## config.mk

```make
export PLATFORM = sky130hd
export DESIGN_NAME = issue_sched_flat
export DESIGN_NICKNAME = d
export VERILOG_FILES = /design/src/rtl/issue_sched_if.sv /design/src/rtl/issue_sched.sv /design/src/flat_wrapper.sv
export SDC_FILE = /design/constraint.sdc
export NUM_CORES = 1
export LEC_CHECK = 0
export CORE_MARGIN = 5
export CORE_UTILIZATION = 30
export CTS_CLUSTER_SIZE = 8
export DETAILED_ROUTE_END_ITERATION = 6
export DONT_BUFFER_PORTS = 1
export HOLD_SLACK_MARGIN = 0.03
export PLACE_DENSITY = 0.49
export SYNTH_ARGS = -nofsm -noshare
export SYNTH_HDL_FRONTEND = slang
export SYNTH_SLANG_ARGS = --single-unit
export TNS_END_PERCENT = 100
```

## constraint.sdc

```tcl
create_clock -name clk -period 10.9 [get_ports clk]
set_input_delay 2.18 -clock clk [delete_from_list [all_inputs] [get_ports clk]]
set_output_delay 2.18 -clock clk [all_outputs]
set_load 0.01 [all_outputs]
```

## src/rtl/issue_sched_if.sv

```systemverilog
// Dispatch, CDB wakeup and issue signals for the issue scheduler.
// The master modport drives dispatch/wakeup and accepts issue; the slave modport is the scheduler side.
interface issue_sched_if #(
  parameter int DEPTH = 4,
  parameter int TAGW  = 6,
  parameter int OPW   = 16
);
  localparam int CW = $clog2(DEPTH) + 1;

  logic            disp_valid;
  logic            disp_ready;
  logic [TAGW-1:0] disp_src1_tag;
  logic [TAGW-1:0] disp_src2_tag;
  logic            disp_src1_rdy;
  logic            disp_src2_rdy;
  logic [TAGW-1:0] disp_dst_tag;
  logic [OPW-1:0]  disp_op;
  logic [31:0]     disp_imm;

  logic            cdb_valid;
  logic [TAGW-1:0] cdb_tag;

  logic            iss_valid;
  logic            iss_ready;
  logic [TAGW-1:0] iss_src1_tag;
  logic [TAGW-1:0] iss_src2_tag;
  logic [TAGW-1:0] iss_dst_tag;
  logic [OPW-1:0]  iss_op;
  logic [31:0]     iss_imm;

  logic [CW-1:0]   occ_count;

  modport master (
    output disp_valid, disp_src1_tag, disp_src2_tag, disp_src1_rdy, disp_src2_rdy,
           disp_dst_tag, disp_op, disp_imm, cdb_valid, cdb_tag, iss_ready,
    input  disp_ready, iss_valid, iss_src1_tag, iss_src2_tag, iss_dst_tag,
           iss_op, iss_imm, occ_count
  );

  modport slave (
    input  disp_valid, disp_src1_tag, disp_src2_tag, disp_src1_rdy, disp_src2_rdy,
           disp_dst_tag, disp_op, disp_imm, cdb_valid, cdb_tag, iss_ready,
    output disp_ready, iss_valid, iss_src1_tag, iss_src2_tag, iss_dst_tag,
           iss_op, iss_imm, occ_count
  );
endinterface

```

## src/rtl/issue_sched.sv

```systemverilog
// Age-ordered reservation station: oldest ready entry is offered combinationally; CDB wakeup takes one cycle.
// Dispatch stalls only when all entries are held; an offered entry stays put while iss_ready is low.
module issue_sched #(
  parameter int DEPTH = 4,
  parameter int TAGW  = 6,
  parameter int OPW   = 16
) (
  input  logic clk,
  input  logic rst,
  input  logic flush,
  issue_sched_if.slave bus
);
  localparam int CW = $clog2(DEPTH) + 1;
  localparam int RW = (DEPTH > 1) ? $clog2(DEPTH) : 1;
  localparam logic [CW-1:0] FULL = CW'(DEPTH);

  logic [DEPTH-1:0] vld;
  logic [DEPTH-1:0] rdy1;
  logic [DEPTH-1:0] rdy2;
  logic [TAGW-1:0]  src1 [DEPTH];
  logic [TAGW-1:0]  src2 [DEPTH];
  logic [TAGW-1:0]  dst  [DEPTH];
  logic [OPW-1:0]   op   [DEPTH];
  logic [31:0]      imm  [DEPTH];
  logic [RW-1:0]    rank [DEPTH];
  logic [CW-1:0]    cnt;

  logic             sel_found;
  logic [RW-1:0]    sel_idx;
  logic [RW-1:0]    sel_rank;
  logic             free_found;
  logic [RW-1:0]    free_idx;
  logic             do_disp;
  logic             do_iss;
  logic [RW-1:0]    new_rank;
  logic             disp_wake1;
  logic             disp_wake2;

  // Ranks of valid entries are unique, so the strict compare yields a single winner.
  always_comb begin
    sel_found = 1'b0;
    sel_idx   = '0;
    sel_rank  = '0;
    for (int i = 0; i < DEPTH; i++) begin
      if (vld[i] && rdy1[i] && rdy2[i] && (!sel_found || rank[i] < sel_rank)) begin
        sel_found = 1'b1;
        sel_idx   = RW'(i);
        sel_rank  = rank[i];
      end
    end
  end

  always_comb begin
    free_found = 1'b0;
    free_idx   = '0;
    for (int i = 0; i < DEPTH; i++) begin
      if (!vld[i] && !free_found) begin
        free_found = 1'b1;
        free_idx   = RW'(i);
      end
    end
  end

  assign bus.disp_ready   = (cnt < FULL) && !rst && !flush;
  assign do_disp          = bus.disp_valid && bus.disp_ready && free_found;
  assign do_iss           = sel_found && bus.iss_ready;
  // cnt never reaches DEPTH on a dispatch cycle, so its low bits hold the full value.
  assign new_rank         = cnt[RW-1:0] - RW'(do_iss);
  assign disp_wake1       = bus.cdb_valid && (bus.cdb_tag == bus.disp_src1_tag);
  assign disp_wake2       = bus.cdb_valid && (bus.cdb_tag == bus.disp_src2_tag);

  assign bus.iss_valid    = sel_found;
  assign bus.iss_src1_tag = src1[sel_idx];
  assign bus.iss_src2_tag = src2[sel_idx];
  assign bus.iss_dst_tag  = dst[sel_idx];
  assign bus.iss_op       = op[sel_idx];
  assign bus.iss_imm      = imm[sel_idx];
  assign bus.occ_count    = cnt;

  always_ff @(posedge clk) begin
    if (rst || flush) begin
      vld  <= '0;
      rdy1 <= '0;
      rdy2 <= '0;
      cnt  <= '0;
      for (int i = 0; i < DEPTH; i++) rank[i] <= '0;
    end else begin
      for (int i = 0; i < DEPTH; i++) begin
        if (do_disp && free_idx == RW'(i)) begin
          vld[i]  <= 1'b1;
          rdy1[i] <= bus.disp_src1_rdy || disp_wake1;
          rdy2[i] <= bus.disp_src2_rdy || disp_wake2;
          rank[i] <= new_rank;
        end else if (vld[i]) begin
          if (bus.cdb_valid && src1[i] == bus.cdb_tag) rdy1[i] <= 1'b1;
          if (bus.cdb_valid && src2[i] == bus.cdb_tag) rdy2[i] <= 1'b1;
          if (do_iss && sel_idx == RW'(i)) begin
            vld[i] <= 1'b0;
          end else if (do_iss && rank[i] > sel_rank) begin
            rank[i] <= rank[i] - RW'(1);
          end
        end
      end
      case ({do_disp, do_iss})
        2'b10:   cnt <= cnt + CW'(1);
        2'b01:   cnt <= cnt - CW'(1);
        default: cnt <= cnt;
      endcase
    end
  end

  // Payload needs no reset: it is only observed through a valid entry.
  always_ff @(posedge clk) begin
    for (int i = 0; i < DEPTH; i++) begin
      if (do_disp && !rst && !flush && free_idx == RW'(i)) begin
        src1[i] <= bus.disp_src1_tag;
        src2[i] <= bus.disp_src2_tag;
        dst[i]  <= bus.disp_dst_tag;
        op[i]   <= bus.disp_op;
        imm[i]  <= bus.disp_imm;
      end
    end
  end
endmodule
```

## src/flat_wrapper.sv

```systemverilog
// flat-port wrapper written by rule: the top's interface ports become plain ports
module issue_sched_flat 
#(
  parameter int DEPTH = 4,
  parameter int TAGW  = 6,
  parameter int OPW   = 16
)
  (clk, rst, flush, bus_disp_valid, bus_disp_src1_tag, bus_disp_src2_tag, bus_disp_src1_rdy, bus_disp_src2_rdy, bus_disp_dst_tag, bus_disp_op, bus_disp_imm, bus_cdb_valid, bus_cdb_tag, bus_iss_ready, bus_disp_ready, bus_iss_valid, bus_iss_src1_tag, bus_iss_src2_tag, bus_iss_dst_tag, bus_iss_op, bus_iss_imm, bus_occ_count);
  issue_sched_if #(.DEPTH(DEPTH), .TAGW(TAGW), .OPW(OPW)) bus_i ();
  input  logic clk;
  input  logic rst;
  input  logic flush;
  input wire logic [$bits(bus_i.disp_valid)-1:0] bus_disp_valid;
  input wire logic [$bits(bus_i.disp_src1_tag)-1:0] bus_disp_src1_tag;
  input wire logic [$bits(bus_i.disp_src2_tag)-1:0] bus_disp_src2_tag;
  input wire logic [$bits(bus_i.disp_src1_rdy)-1:0] bus_disp_src1_rdy;
  input wire logic [$bits(bus_i.disp_src2_rdy)-1:0] bus_disp_src2_rdy;
  input wire logic [$bits(bus_i.disp_dst_tag)-1:0] bus_disp_dst_tag;
  input wire logic [$bits(bus_i.disp_op)-1:0] bus_disp_op;
  input wire logic [$bits(bus_i.disp_imm)-1:0] bus_disp_imm;
  input wire logic [$bits(bus_i.cdb_valid)-1:0] bus_cdb_valid;
  input wire logic [$bits(bus_i.cdb_tag)-1:0] bus_cdb_tag;
  input wire logic [$bits(bus_i.iss_ready)-1:0] bus_iss_ready;
  output wire logic [$bits(bus_i.disp_ready)-1:0] bus_disp_ready;
  output wire logic [$bits(bus_i.iss_valid)-1:0] bus_iss_valid;
  output wire logic [$bits(bus_i.iss_src1_tag)-1:0] bus_iss_src1_tag;
  output wire logic [$bits(bus_i.iss_src2_tag)-1:0] bus_iss_src2_tag;
  output wire logic [$bits(bus_i.iss_dst_tag)-1:0] bus_iss_dst_tag;
  output wire logic [$bits(bus_i.iss_op)-1:0] bus_iss_op;
  output wire logic [$bits(bus_i.iss_imm)-1:0] bus_iss_imm;
  output wire logic [$bits(bus_i.occ_count)-1:0] bus_occ_count;
  assign bus_i.disp_valid = bus_disp_valid;
  assign bus_i.disp_src1_tag = bus_disp_src1_tag;
  assign bus_i.disp_src2_tag = bus_disp_src2_tag;
  assign bus_i.disp_src1_rdy = bus_disp_src1_rdy;
  assign bus_i.disp_src2_rdy = bus_disp_src2_rdy;
  assign bus_i.disp_dst_tag = bus_disp_dst_tag;
  assign bus_i.disp_op = bus_disp_op;
  assign bus_i.disp_imm = bus_disp_imm;
  assign bus_i.cdb_valid = bus_cdb_valid;
  assign bus_i.cdb_tag = bus_cdb_tag;
  assign bus_i.iss_ready = bus_iss_ready;
  assign bus_disp_ready = bus_i.disp_ready;
  assign bus_iss_valid = bus_i.iss_valid;
  assign bus_iss_src1_tag = bus_i.iss_src1_tag;
  assign bus_iss_src2_tag = bus_i.iss_src2_tag;
  assign bus_iss_dst_tag = bus_i.iss_dst_tag;
  assign bus_iss_op = bus_i.iss_op;
  assign bus_iss_imm = bus_i.iss_imm;
  assign bus_occ_count = bus_i.occ_count;
  issue_sched #(.DEPTH(DEPTH), .TAGW(TAGW), .OPW(OPW)) u_core (.clk(clk), .rst(rst), .flush(flush), .bus(bus_i));
endmodule
```

==> results.toml, run 1 <==
[status]
outcome = "complete, no violations"

[finish]
area_growth_pct = 13.6
fin_util_pct = 34.5
nNetsFinal = 1071
drive_above_1_share_pct = 7.08
stdcell_area_um2 = 14100
diodes = 0
fin_cells = 1535

[sta]
finalClockSkew_ns = 0.0273
maxSlewViolCount = 0
slew_headroom_pct = 25.8
fmax_mhz = 136
fin_setup_tns_ns = 0
hold_viol = 0
setup_viol = 0
rsz0062_at_grt = "no"
period_needed_ns = 7.33
fin_crit_sh_pct = 67.3
tightest_slew_ns = 1.11

[clock_tree]
htree_levels = 2
clk_pin_slew_ns = 0.05
cts-root-buf = "clkbuf_16"
postCtsSetupBuffers = 0
cts.sinks = 287
cts_tree = "built"
insertion_delay_ns = 0.55
numCtsBuffers = 42
postCtsHoldBufs = 0
cts_max_path_buffers = 3
cts.repair.resized = 0

[logic_synthesis]
yosysSeqAreaShare_pct = 68.4
synthArstFlopShare_pct = 0
synth_edf_count = 272
ys_top_cells_by_area = "edfxtp_1, nand2_1, o31ai_1"
ys.warnings.count = 0
syn-cell-area_um2 = 12400
synth_xor_area_share_pct = 4.74
avgSynthCellArea_um2 = 12.6
synth_top_family_by_area = "simple AND/OR/NAND/NOR gates"
synth_mux_area_share_pct = 0.0909
synth_fa_ha_area_share_pct = 0.970
ys.flop_type = "edfxtp_1"
synth_seq_cells = 287
synth_compound_area_share_pct = 8.46
yosysTopAreaCell = "edfxtp_1"
synth_nets = 1075
yosysTopAreaCellShare_pct = 65.9
syn_inst = 986
synthSimpleGateAreaFrac_pct = 14.4
ys_types = 54

[placement]
placed_cells = 1470
hpwl_um = 20400
place_area_um2 = 12900
gp_congestion = 0.844
port-buffer-count = 0

[critical_path]
crit_required_ns = 8.72
cp_max_fo = 81
r2r_cells = 15
timing.rr.end = "u_core.rank[3][0]$_DFFE_PP_"
start_kind = "register"
crit_type = "reg -> out"
cp-end-kind = "primary output"
rrSetupSlack_ns = 5.56
r2r_start = "u_core.vld[0]$_SDFF_PN0_"
critPathArrivalTime_ns = 5.15

[die]
die_w_um = 213
dieHeight_um = 213
dieArea_um2 = 45500
core-area_um2 = 40800
start_util_pct = 30.3
pin_count = 151
num_rows = 74

[detailed_routing]
num_vias = 7557
drtPass1Iterations = 5
vias_per_cell = 4.92
drcViolationCount = 0
antenna_left = 0
wl_per_cell_um = 20.9
wirelength_um = 32100
drt-initial-drc-count = 436

[global_routing]
grt_usage_pct = 13.9
grt_max_degree = 82
grt.overflow.total = 0
grt_pass1_wl_um = 47600
grt_pass1_vias = 7444
antenna_found_initial = 1

[worst_hold_path]
hold_depth = 2
whs_endpoint = "u_core.rdy2[2]$_SDFFE_PN0P_"
min_from = "u_core.rdy2[2]$_SDFFE_PN0P_"
hold_path.class = "reg -> reg"

[run]
drv_cap = 0

[pwr]
peakVddDrop_uv = 119
p_per_area_nw_per_um2 = 176
leakage_nw = 4.69
-- placed cells by master (no fill, tap or decap), types with 8 or more instances in the layout --
cell type	instances
edfxtp_1	272
nand2_1	215
nor2_1	83
and3_1	66
o31ai_1	66
clkbuf_16	43
xor2_1	36
xnor2_1	31
clkbuf_1	18
dfxtp_1	15
inv_1	14
o21ai_0	11
o22ai_1	10
a21oi_1	10
nor4_1	10
buf_4	10
ha_1	8
-- worst max-delay path by stage --
stage                     depth (start not counted)                startpoint                         end  slack (ns)
final                                            11  u_core.vld[0]$_SDFF_PN0_         bus_iss_src2_tag[2]        3.57
after global routing                             11  u_core.vld[0]$_SDFF_PN0_         bus_iss_src1_tag[1]        3.07
after CTS                                        11  u_core.vld[0]$_SDFF_PN0_         bus_iss_src2_tag[2]        3.41
after detailed placement                         11  u_core.vld[0]$_SDFF_PN0_         bus_iss_src2_tag[2]        4.00
after global placement                           10  u_core.vld[0]$_SDFF_PN0_         bus_iss_src1_tag[1]        4.14
after floorplan                                   7                       rst  u_core.dst[3][0]$_DFFE_PP_        5.77
-- layout make-up --
cell class,instances,area (µm²)
inverter,18,72.6
clock buffer,62,1160
timing repair buffer,10,75.1
clock inverter,3,62.6
fill,3923,26800
tap,532,666
multi-input combinational,623,3570
sequential,287,8470
-- critical path, stage by stage, from the launching register on --
cell and delay [ns]:
dfxtp_1 0.47, and3_1 0.26, nand2_1 0.12, ha_1 0.38
a211oi_4 0.40, a21o_4 0.74, a2111oi_0 0.24, a21oi_1 0.26
o21a_4 0.59, buf_4 0.71, a311oi_1 0.10, a21o_1 0.23
-- per-layer routing --
layer  vias to the layer above  track usage [%]  part of all wire, %
met5                         -                0                0.041
met4                         2             4.80                  2.8
met3                        52             4.60                  7.1
met2                       217             22.8                   49
met1                      3695             17.2                   41
li1                       3591                -                    -
-- cell usage after synthesis (all sizes together) (5+ instances only) --
library cell,number
xnor2,31
o32ai,5
and3,66
o211ai,7
nand3,8
nor4,10
buf,27
o21ai,11
a21oi,11
inv,18
xor2,36
a21o,5
edfxtp,272
ha,8
o22ai,10
nor2,83
o31ai,67
dfxtp,15
clkbuf,31
nand2,215
-- state kept, by name, indices dropped and copies added (netlist names) --
name and flops:
u_core.bus.occ_count 3, u_core.dst 24, u_core.imm 128, u_core.op 64, u_core.rank 8, u_core.rdy1 4
u_core.rdy2 4, u_core.src1 24, u_core.src2 24, u_core.vld 4
-- power breakdown --
| part | internal [mW] | switching [mW] |
|---|---|---|
| registers | 1.22 | 0.00580 |
| clock network | 0.748 | 0.458 |
| logic | 0.0187 | 0.0290 |
-- per-stage QoR --
| stage | hold WS [ns] | worst slack, ns | power [mW] |
|---|---|---|---|
| global route | 0.571 | 3.07 | 2.57 |
| floorplan | 0.484 | 5.77 | 1.28 |
| CTS | 0.558 | 3.41 | 2.52 |
| global placement | 0.526 | 4.14 | 1.29 |
| finish | 0.550 | 3.57 | 2.48 |
| detailed placement | 0.541 | 4.00 | 1.29 |
-- cells by family (layout without fill, tap and decap cells) --
logic type,after synthesis,after routing
AND/OR/NAND/NOR,405,405
flip-flops,287,287
AO/OA/AOI/OAI,141,141
buffers and inverters,76,93
XOR/XNOR,67,67
adder cells (fa/ha/maj),9,9
multiplexers,1,1
No activity file was read; power rests on OpenSTA's default activity.
==> run 2: changes to the inputs <==
--- a/config.mk
+++ b/config.mk
@@ -11,7 +11,7 @@
 export DETAILED_ROUTE_END_ITERATION = 6
 export DONT_BUFFER_PORTS = 1
 export HOLD_SLACK_MARGIN = 0.03
-export PLACE_DENSITY = 0.49
+export PLACE_DENSITY = 0.5
 export SYNTH_ARGS = -nofsm -noshare
 export SYNTH_HDL_FRONTEND = slang
 export SYNTH_SLANG_ARGS = --single-unit
==> constraint.sdc (replaced) <==
create_clock -name clk -period 5.9 [get_ports clk]
set_input_delay 1.18 -clock clk [delete_from_list [all_inputs] [get_ports clk]]
set_output_delay 1.18 -clock clk [all_outputs]
set_load 0.01 [all_outputs]
==> results.toml, run 2 (synthesized netlist as in run 1, its figures left out) <==
[finish]
fin_cells = 1542
diodes = 0
regMostFlops = "u_core.imm"
largest_register_ffs = 128
drive_above_1_share_pct = 7.82
final_cell_mix = "edfxtp_1, nand2_1, nor2_1"
nFillCells = 3944
area_growth_pct = 14.4
mostFrequentLayoutCell = "edfxtp_1"
top_regs = "u_core.imm (128), u_core.op (64)"
nNetsFinal = 1079

[clock_tree]
cts-root-buf = "clkbuf_16"
clk_pin_slew_ns = 0.06
cts_tree = "built"
insertion_delay_ns = 0.54
numCtsBuffers = 42
cts_max_path_buffers = 3
cts.repair.resized = 0
htree_levels = 2
postCtsHoldBufs = 0
postCtsSetupBuffers = 0
cts.sinks = 287

[sta]
setup_viol = 0
fin_worst_hold_slack_ns = 0.557
fin_setup_tns_ns = 0
maxSlewViolCount = 0
fin_crit_sh_pct = 93.8
rsz0062_at_grt = "no"
fmax_mhz = 181
period_needed_ns = 5.53
tightest_slew_ns = 0.959
hold_viol = 0
slew_headroom_pct = 36.1
finalClockSkew_ns = 0.0210

[detailed_routing]
drtPass1Iterations = 5
wl_per_cell_um = 21.3
drt-initial-drc-count = 425
vias_per_cell = 4.97
wirelength_um = 32900
num_vias = 7662
antenna_left = 0
drcViolationCount = 0

[pwr]
leakage_nw = 4.75
peakVddDrop_uv = 284
total_power_mw = 4.60
p_per_area_nw_per_um2 = 325

[critical_path]
cp_slowest_cell = "o31ai_1"
crit_required_ns = 4.72
max_stage_delay_ns = 0.65
cp_max_fo = 51
start_kind = "register"
path_cells = "and3_1 > nand2_1 > ha_1 > a211oi_4 > nor4b_1 > a2111oi_0 > a21oi_1 > o21a_4 > buf_12 > o31ai_1"
crit_buf_inv = 1
cpLargestDelayFamily = "compound AO/OA/AOI/OAI gates"
cp-end-kind = "primary output"
crit_type = "reg -> out"
critPathArrivalTime_ns = 4.35

[run]
drv_cap = 0

[global_routing]
grt_usage_pct = 14.3
grt.overflow.total = 0
antenna_found_initial = 1
grt_pass1_wl_um = 49200
grt_max_degree = 71
grt_pass1_vias = 7910

[status]
outcome = "complete, no violations"

[worst_hold_path]
hold_path.class = "reg -> reg"

[die]
dieHeight_um = 213
pin_count = 151
core-area_um2 = 40800
num_rows = 74
dieArea_um2 = 45500
die_w_um = 213
start_util_pct = 30.3

[placement]
placed_cells = 1478
hpwl_um = 20200
port-buffer-count = 0
gp_congestion = 0.819
-- run 2: per-stage QoR --
stage	instance area, µm²	setup slack (ns)	util (%)
finish	14200	0.367	34.7
global route	14200	0.0516	34.7
CTS	14200	0.295	34.7
detailed placement	12900	0.910	31.7
global placement	12900	1.08	31.7
floorplan	12400	1.77	-
-- run 2: power by group --
group	switching (mW)	internal (mW)	total (mW)
clock network	0.838	1.41	2.25
logic	0.0538	0.0351	0.0889
registers	0.0111	2.25	2.26
-- run 2: layout make-up --
cell class / instances / area (µm²) / area share [%]
Inverter: 18 / 72.6 / 0.512
Clock buffer: 62 / 1190 / 8.40
Timing Repair Buffer: 18 / 160 / 1.13
Sequential cell: 287 / 8470 / 59.8
Multi-Input combinational cell: 623 / 3570 / 25.2
Clock inverter: 2 / 35.0 / 0.247
Tap cell: 532 / 666 / 4.70
-- run 2: tightest hold or removal path, cell delays in order (launching register included) --
cell     delay, ns
dfxtp_1       0.35
o21ai_0       0.09
a21oi_1       0.06
-- run 2: path summary, 6_finish.rpt --
| kind | startpoint | end | slack (ns) | cells past startpoint |
|---|---|---|---|---|
| setup / recovery | u_core.vld[0]$_SDFF_PN0_ | bus_iss_src2_tag[4] | 0.37 | 10 |
| hold / removal | u_core.bus.occ_count[2]$_SDFFE_PN0P_ | u_core.bus.occ_count[2]$_SDFFE_PN0P_ | 0.56 | 2 |
| setup reg to reg | u_core.vld[0]$_SDFF_PN0_ | u_core.rank[3][1]$_DFFE_PP_ | 0.93 | 16 |
| hold reg to reg | u_core.bus.occ_count[2]$_SDFFE_PN0P_ | u_core.bus.occ_count[2]$_SDFFE_PN0P_ | 0.56 | 2 |
-- run 2: per-layer routing --
metal / vias to the layer above / global-route usage, % / wire length, µm
li1: 3606 / - / -
met2: 200 / 24.0 / 15900
met3: 49 / 4.38 / 2330
met1: 3805 / 17.7 / 14000
met4: 2 / 4.41 / 647
met5: - / 0 / 12
